**src/rtl/c_xbar_conn_ctrl.sv**
```systemverilog
// Crossbar connection holder between the VC stage and the wavefront allocator:
// masks requests for busy ports, latches grants until tail/timeout, drives selects.
module c_xbar_conn_ctrl #(
  parameter int num_ports    = 8,
  parameter int idle_timeout = 0
) (
  input  logic                           clk,
  input  logic                           reset,
  input  logic                           active,
  input  logic [num_ports*num_ports-1:0] req_in,
  output logic [num_ports*num_ports-1:0] req_out,
  input  logic [num_ports*num_ports-1:0] gnt,
  output logic                           update,
  input  logic [num_ports-1:0]           flit_valid_ip,
  input  logic [num_ports-1:0]           flit_tail_ip,
  output logic [num_ports*num_ports-1:0] conn,
  output logic [num_ports*num_ports-1:0] xbar_sel_op,
  output logic [num_ports-1:0]           busy_ip,
  output logic [num_ports-1:0]           busy_op,
  output logic                           err
);

  localparam int P  = num_ports;
  localparam int CW = (idle_timeout > 0) ? $clog2(idle_timeout + 1) : 1;
  localparam logic [CW-1:0] L_TC  = CW'((idle_timeout > 0) ? idle_timeout - 1 : 0);
  localparam logic [CW-1:0] L_SAT = '1;
  localparam logic [P-1:0]  L_ONE = P'(1);

  logic [P*P-1:0] r_conn;
  logic [CW-1:0]  r_cnt [P];
  logic           r_err;

  logic [P-1:0]   w_row_any;
  logic [P-1:0]   w_timeout;
  logic [P-1:0]   w_release;
  logic [P-1:0]   w_busy_eff_ip;
  logic [P-1:0]   w_busy_eff_op;
  logic [P-1:0]   w_busy_op;
  logic [P*P-1:0] w_req_out;
  logic [P*P-1:0] w_gnt_t;
  logic [P*P-1:0] w_conn_t;
  logic [P-1:0]   w_row_multi;
  logic [P-1:0]   w_col_multi;
  logic [P*P-1:0] w_acc;
  logic           w_gnt_err;
  logic           w_flit_err;

  always_comb begin
    w_row_any     = '0;
    w_timeout     = '0;
    w_release     = '0;
    w_busy_op     = '0;
    w_busy_eff_op = '0;
    w_gnt_t       = '0;
    w_conn_t      = '0;
    for (int i = 0; i < P; i++) begin
      w_row_any[i] = |r_conn[i*P +: P];
      w_timeout[i] = (idle_timeout != 0) && w_row_any[i] && (r_cnt[i] == L_TC);
      w_release[i] = w_row_any[i] &
                     ((flit_valid_ip[i] & flit_tail_ip[i]) | w_timeout[i]);
    end
    for (int i = 0; i < P; i++) begin
      for (int o = 0; o < P; o++) begin
        w_gnt_t[o*P+i]  = gnt[i*P+o];
        w_conn_t[o*P+i] = r_conn[i*P+o];
        w_busy_op[o]     = w_busy_op[o] | r_conn[i*P+o];
        // a connection being released this cycle no longer blocks its column
        w_busy_eff_op[o] = w_busy_eff_op[o] | (r_conn[i*P+o] & ~w_release[i]);
      end
    end
    w_busy_eff_ip = w_row_any & ~w_release;
  end

  always_comb begin
    w_req_out   = '0;
    w_row_multi = '0;
    w_col_multi = '0;
    w_acc       = '0;
    for (int i = 0; i < P; i++) begin
      w_row_multi[i] = |(gnt[i*P +: P] & (gnt[i*P +: P] - L_ONE));
      w_col_multi[i] = |(w_gnt_t[i*P +: P] & (w_gnt_t[i*P +: P] - L_ONE));
    end
    for (int i = 0; i < P; i++) begin
      for (int o = 0; o < P; o++) begin
        w_req_out[i*P+o] = req_in[i*P+o] & ~w_busy_eff_ip[i] & ~w_busy_eff_op[o];
        w_acc[i*P+o]     = gnt[i*P+o] & w_req_out[i*P+o] &
                           ~w_row_multi[i] & ~w_col_multi[o];
      end
    end
    w_gnt_err  = (|(gnt & ~w_req_out)) | (|w_row_multi) | (|w_col_multi);
    w_flit_err = |(flit_valid_ip & ~w_row_any);
  end

  always_ff @(posedge clk or negedge reset) begin
    if (!reset) begin
      r_conn <= '0;
      r_err  <= 1'b0;
      for (int i = 0; i < P; i++) r_cnt[i] <= '0;
    end else if (active) begin
      r_err <= r_err | w_gnt_err | w_flit_err;
      for (int i = 0; i < P; i++) begin
        if (|w_acc[i*P +: P]) begin
          r_conn[i*P +: P] <= w_acc[i*P +: P];
          r_cnt[i]         <= '0;
        end else if (w_release[i]) begin
          r_conn[i*P +: P] <= '0;
          r_cnt[i]         <= '0;
        end else if (w_row_any[i]) begin
          if (flit_valid_ip[i])       r_cnt[i] <= '0;
          else if (r_cnt[i] != L_SAT) r_cnt[i] <= r_cnt[i] + CW'(1);
        end
      end
    end
  end

  assign req_out     = w_req_out;
  assign update      = |w_acc;
  assign conn        = r_conn;
  assign xbar_sel_op = w_conn_t;
  assign busy_ip     = w_row_any;
  assign busy_op     = w_busy_op;
  assign err         = r_err;

endmodule

```
**config.mk**
```make
export PLATFORM = sky130hd
export DESIGN_NAME = c_xbar_conn_ctrl
export DESIGN_NICKNAME = d
export VERILOG_FILES = /design/src/rtl/c_xbar_conn_ctrl.sv
export SDC_FILE = /design/constraint.sdc
export NUM_CORES = 1
export LEC_CHECK = 0
export CAP_MARGIN = 15
export CORE_MARGIN = 3
export CORE_UTILIZATION = 40
export DETAILED_ROUTE_END_ITERATION = 8
export PLACE_DENSITY = 0.87
export REMOVE_ABC_BUFFERS = 1
export SKIP_CTS_REPAIR_TIMING = 1
export SYNTH_ARGS = -nofsm -noshare
export SYNTH_HDL_FRONTEND = slang
export SYNTH_SLANG_ARGS = --single-unit
```
**constraint.sdc**
```tcl
create_clock -name clk -period 3.9 [get_ports clk]
set_input_delay 0.39 -clock clk [delete_from_list [all_inputs] [get_ports clk]]
set_output_delay 0.39 -clock clk [all_outputs]
set_load 0.02 [all_outputs]
```
* After elaboration in Yosys (flattened, before gate mapping) *
Index checks and enable logic that the tools add are counted.

word-level totals
  register bits = 65
  bits of input ports = 147
  output and inout bits = 210
  word-level logic and storage cells = 672

operators by class
  $add $sub $neg = 16
  muxes and demuxes = 16
  bitwise logic cells = 578
  reduce and logical (&&, ||, !) cells = 53

operator list
  operator             number
  $and 1x1->1          400
  $reduce_or 8->1      33
  $reduce_or 64->1     4
  $and 8x8->8          18
  $mux 8               16
  $sub 8x1->8 const B  16
  $or 1x1->1           116
  $and 64x64->64       1
  $not 64->64          1
  $not 1->1            40
  $not 8->8            2
  $reduce_and 2->1     8
  $reduce_bool 2->1    8

* Longest topological paths before layout *
  depth after elaboration = 20
  gate-level depth with buffers = 11
  depth with buffers taken out = 8

* Worst setup path after synthesis *
Ideal clock, no wire load.

  kind = flip-flop to output port
  from = register r_conn[49] (netlist: conn[49])
  to = output port update
  data arrival time = 2,454 ps
  data required time = 3,510 ps
  setup slack = 1,056 ps
  cell stages (with the launch flop) = 9
  cell sequence = dfrtp_1 a21boi_1 a2111oi_2 nand2_1 or4_1 o2111a_1 o2111ai_1 a221oi_1 nand4_1

between the ends
  cells in the longest elaborated chain, start to end = 12
  elaborated cells on any way between the ends = 303
  those cells by class = bitwise: 301; reduce/logical: 2

ends and longest elaborated chain
  item                              RTL line  source
  start: declaration                29        logic [P*P-1:0] r_conn;
  start signal: indexed assignment  103       r_conn[i*P +: P] <= w_acc[i*P +: P];
  $reduce_or 8->1                   57        w_row_any[i] = |r_conn[i*P +: P];
  $and 1x1->1                       59        w_release[i] = w_row_any[i] &
  $not 1->1                         68        w_busy_eff_op[o] = w_busy_eff_op[o] | (r_conn[i*P+o] & ~w_release[i]);
  $and 1x1->1                       68
  $or 1x1->1 (2 in series)          68
  $not 1->1                         85        w_req_out[i*P+o] = req_in[i*P+o] & ~w_busy_eff_ip[i] & ~w_busy_eff_op[o];
  $and 1x1->1                       85
  $and 1x1->1 (2 in series)         86        w_acc[i*P+o] = gnt[i*P+o] & w_req_out[i*P+o] &
  $and 1x1->1                       87        ~w_row_multi[i] & ~w_col_multi[o];
  $reduce_or 64->1 *                117       assign update = |w_acc;
  end: declaration                  13        output logic update,

Mark *: on every way between the ends. The rest lies on a longest branch, timed or not.

* Final worst setup path *
  from = input port flit_valid_ip[1]
  to = output port update

between the ends
  cells in the longest elaborated chain, start to end = 17
  elaborated cells on any way between the ends = 343
  those cells by class = bitwise: 342; reduce/logical: 1

ends and longest elaborated chain
  item                       RTL line  source
  start: declaration         14        input logic [num_ports-1:0] flit_valid_ip,
  $and 1x1->1 *              60        ((flit_valid_ip[i] & flit_tail_ip[i]) | w_timeout[i]);
  $and 1x1->1 *              59
  $not 1->1                  68
  $and 1x1->1                68
  $or 1x1->1 (7 in series)   68
  $not 1->1                  85
  $and 1x1->1                85
  $and 1x1->1 (2 in series)  86
  $and 1x1->1                87
  $reduce_or 64->1 *         117

Marks and branches as above.

==> flow_metrics.env <==
export IMPL_status="complete, but fails checks"
export IMPL_failed_checks="negative setup slack"
export IMPL_ys_top_cells_by_count="nand2_1, buf_4, nor2_1"
export IMPL_cts_buffers=9
export IMPL_synth_edff_count=0
export IMPL_synth_mux_area_fraction_pct=1.40
export IMPL_finalCriticalPeriod_ns=3.90
export IMPL_yosysSeqAreaShare_pct=22.7
export IMPL_syn2layout_area_growth_pct=79.3
export IMPL_grt_use_met2_pct=76.4
export IMPL_antenna_found_initial=0
export IMPL_drive_gt1_share_pct=22.4
export IMPL_yosys_warnings=0
export IMPL_cp_start_kind="input port"
export IMPL_reg2reg_slack_ns=0.29
export IMPL_cp_data_arrival_time_ns=3.51
export IMPL_synthDistinctLibCells=69
export IMPL_finalNonFillerCells=1751
export IMPL_rows=48
export IMPL_synth_compound_area_share_pct=30.3
export IMPL_min_period_over_period_pct=100
export IMPL_synth_xor_area_share_pct=0
export IMPL_vdd_drop_max_v=0.000322
export IMPL_dr_total_vias=11679
export IMPL_tightest_slew_ns=1.13
export IMPL_numPortBuffers=356
export IMPL_power_density_nw_per_um2=342
export IMPL_dr_pass1_iters=6
export IMPL_die_h_um=140
export IMPL_drt_iter0_drc=1900
export IMPL_crit_chain="clkdlybuf4s50_1, buf_4, a21boi_0, a2111oi_2, buf_4, nand2_1, buf_4, nor3_1, buf_4, a2111oi_1, a41oi_2, a21oi_1, nand4_1, dlymetal6s2s_1"
export IMPL_initial_utilization_pct=41.2
export IMPL_internal_power_w=0.00246
export IMPL_path_clk_slew_ns=0.06
export IMPL_grt_ovfl_total=0
export IMPL_setup_slack_ns=-0.00443
export IMPL_core_area_um2=17400
export IMPL_grt_pass1_vias=11096
export IMPL_synth_avg_cell_area_um2=7.35
export IMPL_crit_family="buffers and inverters"
export IMPL_ys_flop_type="dfrtp_1"
export IMPL_worstSkewPairLatency_ns=0.34
export IMPL_fin_util_pct=73.8
export IMPL_endpoint_kind="primary output"
export IMPL_wl_per_cell_um=28.5
export IMPL_sw_frac_of_total_pct=44.2
export IMPL_p_switching_w=0.00194
export IMPL_yosysMostFrequentCell="nand2_1"
export IMPL_ant_nets=0
export IMPL_p_clk_share_pct=18.0
export IMPL_synth_top_family_by_area="simple AND/OR/NAND/NOR gates"
export IMPL_drcViolationCount=0
export IMPL_p_seq_share_pct=19.2
export IMPL_syn_area_um2=7170
export IMPL_num_fill_cells=1370
export IMPL_die_x_um=140
export IMPL_ys_top_cells_by_area="dfrtp_1, buf_4, nand2_1, and3_1, nor4_1"
export IMPL_totalWireLength_mm=49.9
export IMPL_htreeDepth=3
export IMPL_worst_hold_path_type="input port to async pin"
export IMPL_slew_headroom_pct=24.0
export IMPL_syn_inst=976
export IMPL_seqCellArea_um2=1630
export IMPL_cts_root_buf="clkbuf_16"
export IMPL_dp_hpwl_mm=41.3
export IMPL_cp_required_ns=3.51
export IMPL_tns_ns=-0.00443
export IMPL_max_freq_ghz=0.256
export IMPL_met1_usage_pct=59.6
export IMPL_slew_viol_final=0
export IMPL_yosys_area_share_simple_pct=30.8
export IMPL_cts_sinks=65
export IMPL_p_leak_nw=5.64
export IMPL_place_congestion=1.09
export IMPL_dp_cells=1735
export IMPL_setup_violations=1
export IMPL_multi_input_area_um2=4700
export IMPL_via_per_inst=6.67
export IMPL_use_met3_pct=10.2
export IMPL_slowest_stage="clkdlybuf4s50_1"
export IMPL_top_usage_layer="met2"
export IMPL_skew_ns=0.00697
export IMPL_tritoncts="done"
export IMPL_die_area_um2=19600
export IMPL_max_stage_delay_ns=0.53
export IMPL_power_frac_comb_pct=62.7
export IMPL_cpMostUsedCell="buf_4"
export IMPL_grt_usage_pct=48.4
export IMPL_hold_viol_final=0
export IMPL_grt_pass1_wl_mm=71.3
export IMPL_grt_max_degree=34
export IMPL_synthAdderAreaFrac_pct=1.54
export IMPL_cts_buffer_depth=2
export IMPL_critPathBufInv=6
export IMPL_maxCapViolations=0
export IMPL_ys_async_sr_fraction_pct=100
export IMPL_layout_nets=1668
export IMPL_critPathMaxFanout=6
export IMPL_crit_type="input port to primary output"
export IMPL_io_pins=357
export IMPL_yosys_area_top_type="dfrtp_1"
export IMPL_synth_seq_cells=65
export IMPL_total_power_w=0.00440
export IMPL_synth_top_cell_area_share_pct=22.7
[placed cells by master (no fill, tap or decap), types with 9 or more instances in the layout]
cell and n:
o22a_1 16, nand4_1 29, nand3_1 38, a21oi_1 17, nand2_1 121, nor4_1 42, o21ai_0 45, clkdlybuf4s50_1 353
a21boi_0 21, a22o_1 10, clkbuf_16 9, o22ai_1 10, a22oi_1 16, buf_4 284, maj3_1 11, dfrtp_1 65
o31ai_1 14, a21boi_1 27, or4_1 13, nor3_1 33, and3_1 49, nor2_1 70, inv_1 70, and2_1 14
[cell type report]
cell class                 count  area share (%)
timing repair buffer         640            44.3
multi-input combinational    735            36.6
sequential                    65            12.6
tap                          225            2.19
inverter                      70            2.04
clock buffer                   9            1.75
clock inverter                 6           0.467
antenna                        1          0.0195
[sequential cells by signal, indices dropped and copies added, names as in the netlist]
name  flops
err       1
conn     64
[power groups by stage]
stage | Combinational (W) | Clock, W | Sequential (W)
2_1_floorplan | 0.000810 | 0 | 0.00103
3_3_place_gp | 0.00261 | 0 | 0.000840
3_5_place_dp | 0.00262 | 0 | 0.000845
4_1_cts | 0.00264 | 0.000786 | 0.000835
5_1_grt | 0.00282 | 0.000812 | 0.000844
6_report | 0.00276 | 0.000794 | 0.000845
[kinds of logic after synthesis]
group | after synthesis
compound gates | 278
buf+inv | 176
mux | 9
simple gates | 437
flops | 65
fa+ha+maj | 11
[metal layers]
metal  share of wire (%)  wire (um)
met3                  13       6690
met4                 8.7       4330
met1                  34      17100
met2                  44      21800
met5                   0          0
[worst paths after layout]
kind	depth (start not counted)	to	from
worst min-delay path	1	conn[7]	reset
worst max register to register	9	err	conn[24]
max in group asynchronous	2	conn[20]	reset
worst max-delay path	14	update	flit_valid_ip[1]
worst min register to register	2	conn[27]	conn[27]
min in group clk	2	conn[27]	conn[27]
[stage by stage]
step,hold slack [ns],area [um2],worst slack [ns]
6_report,0.120,12900,-0.00443
5_1_grt,0.170,12900,-0.151
4_1_cts,0.138,12700,-0.396
3_5_place_dp,0.493,12500,-0.376
3_3_place_gp,0.492,12500,-0.349
2_1_floorplan,0.0944,6480,0.956
Power figures use the tool's default switching activity.
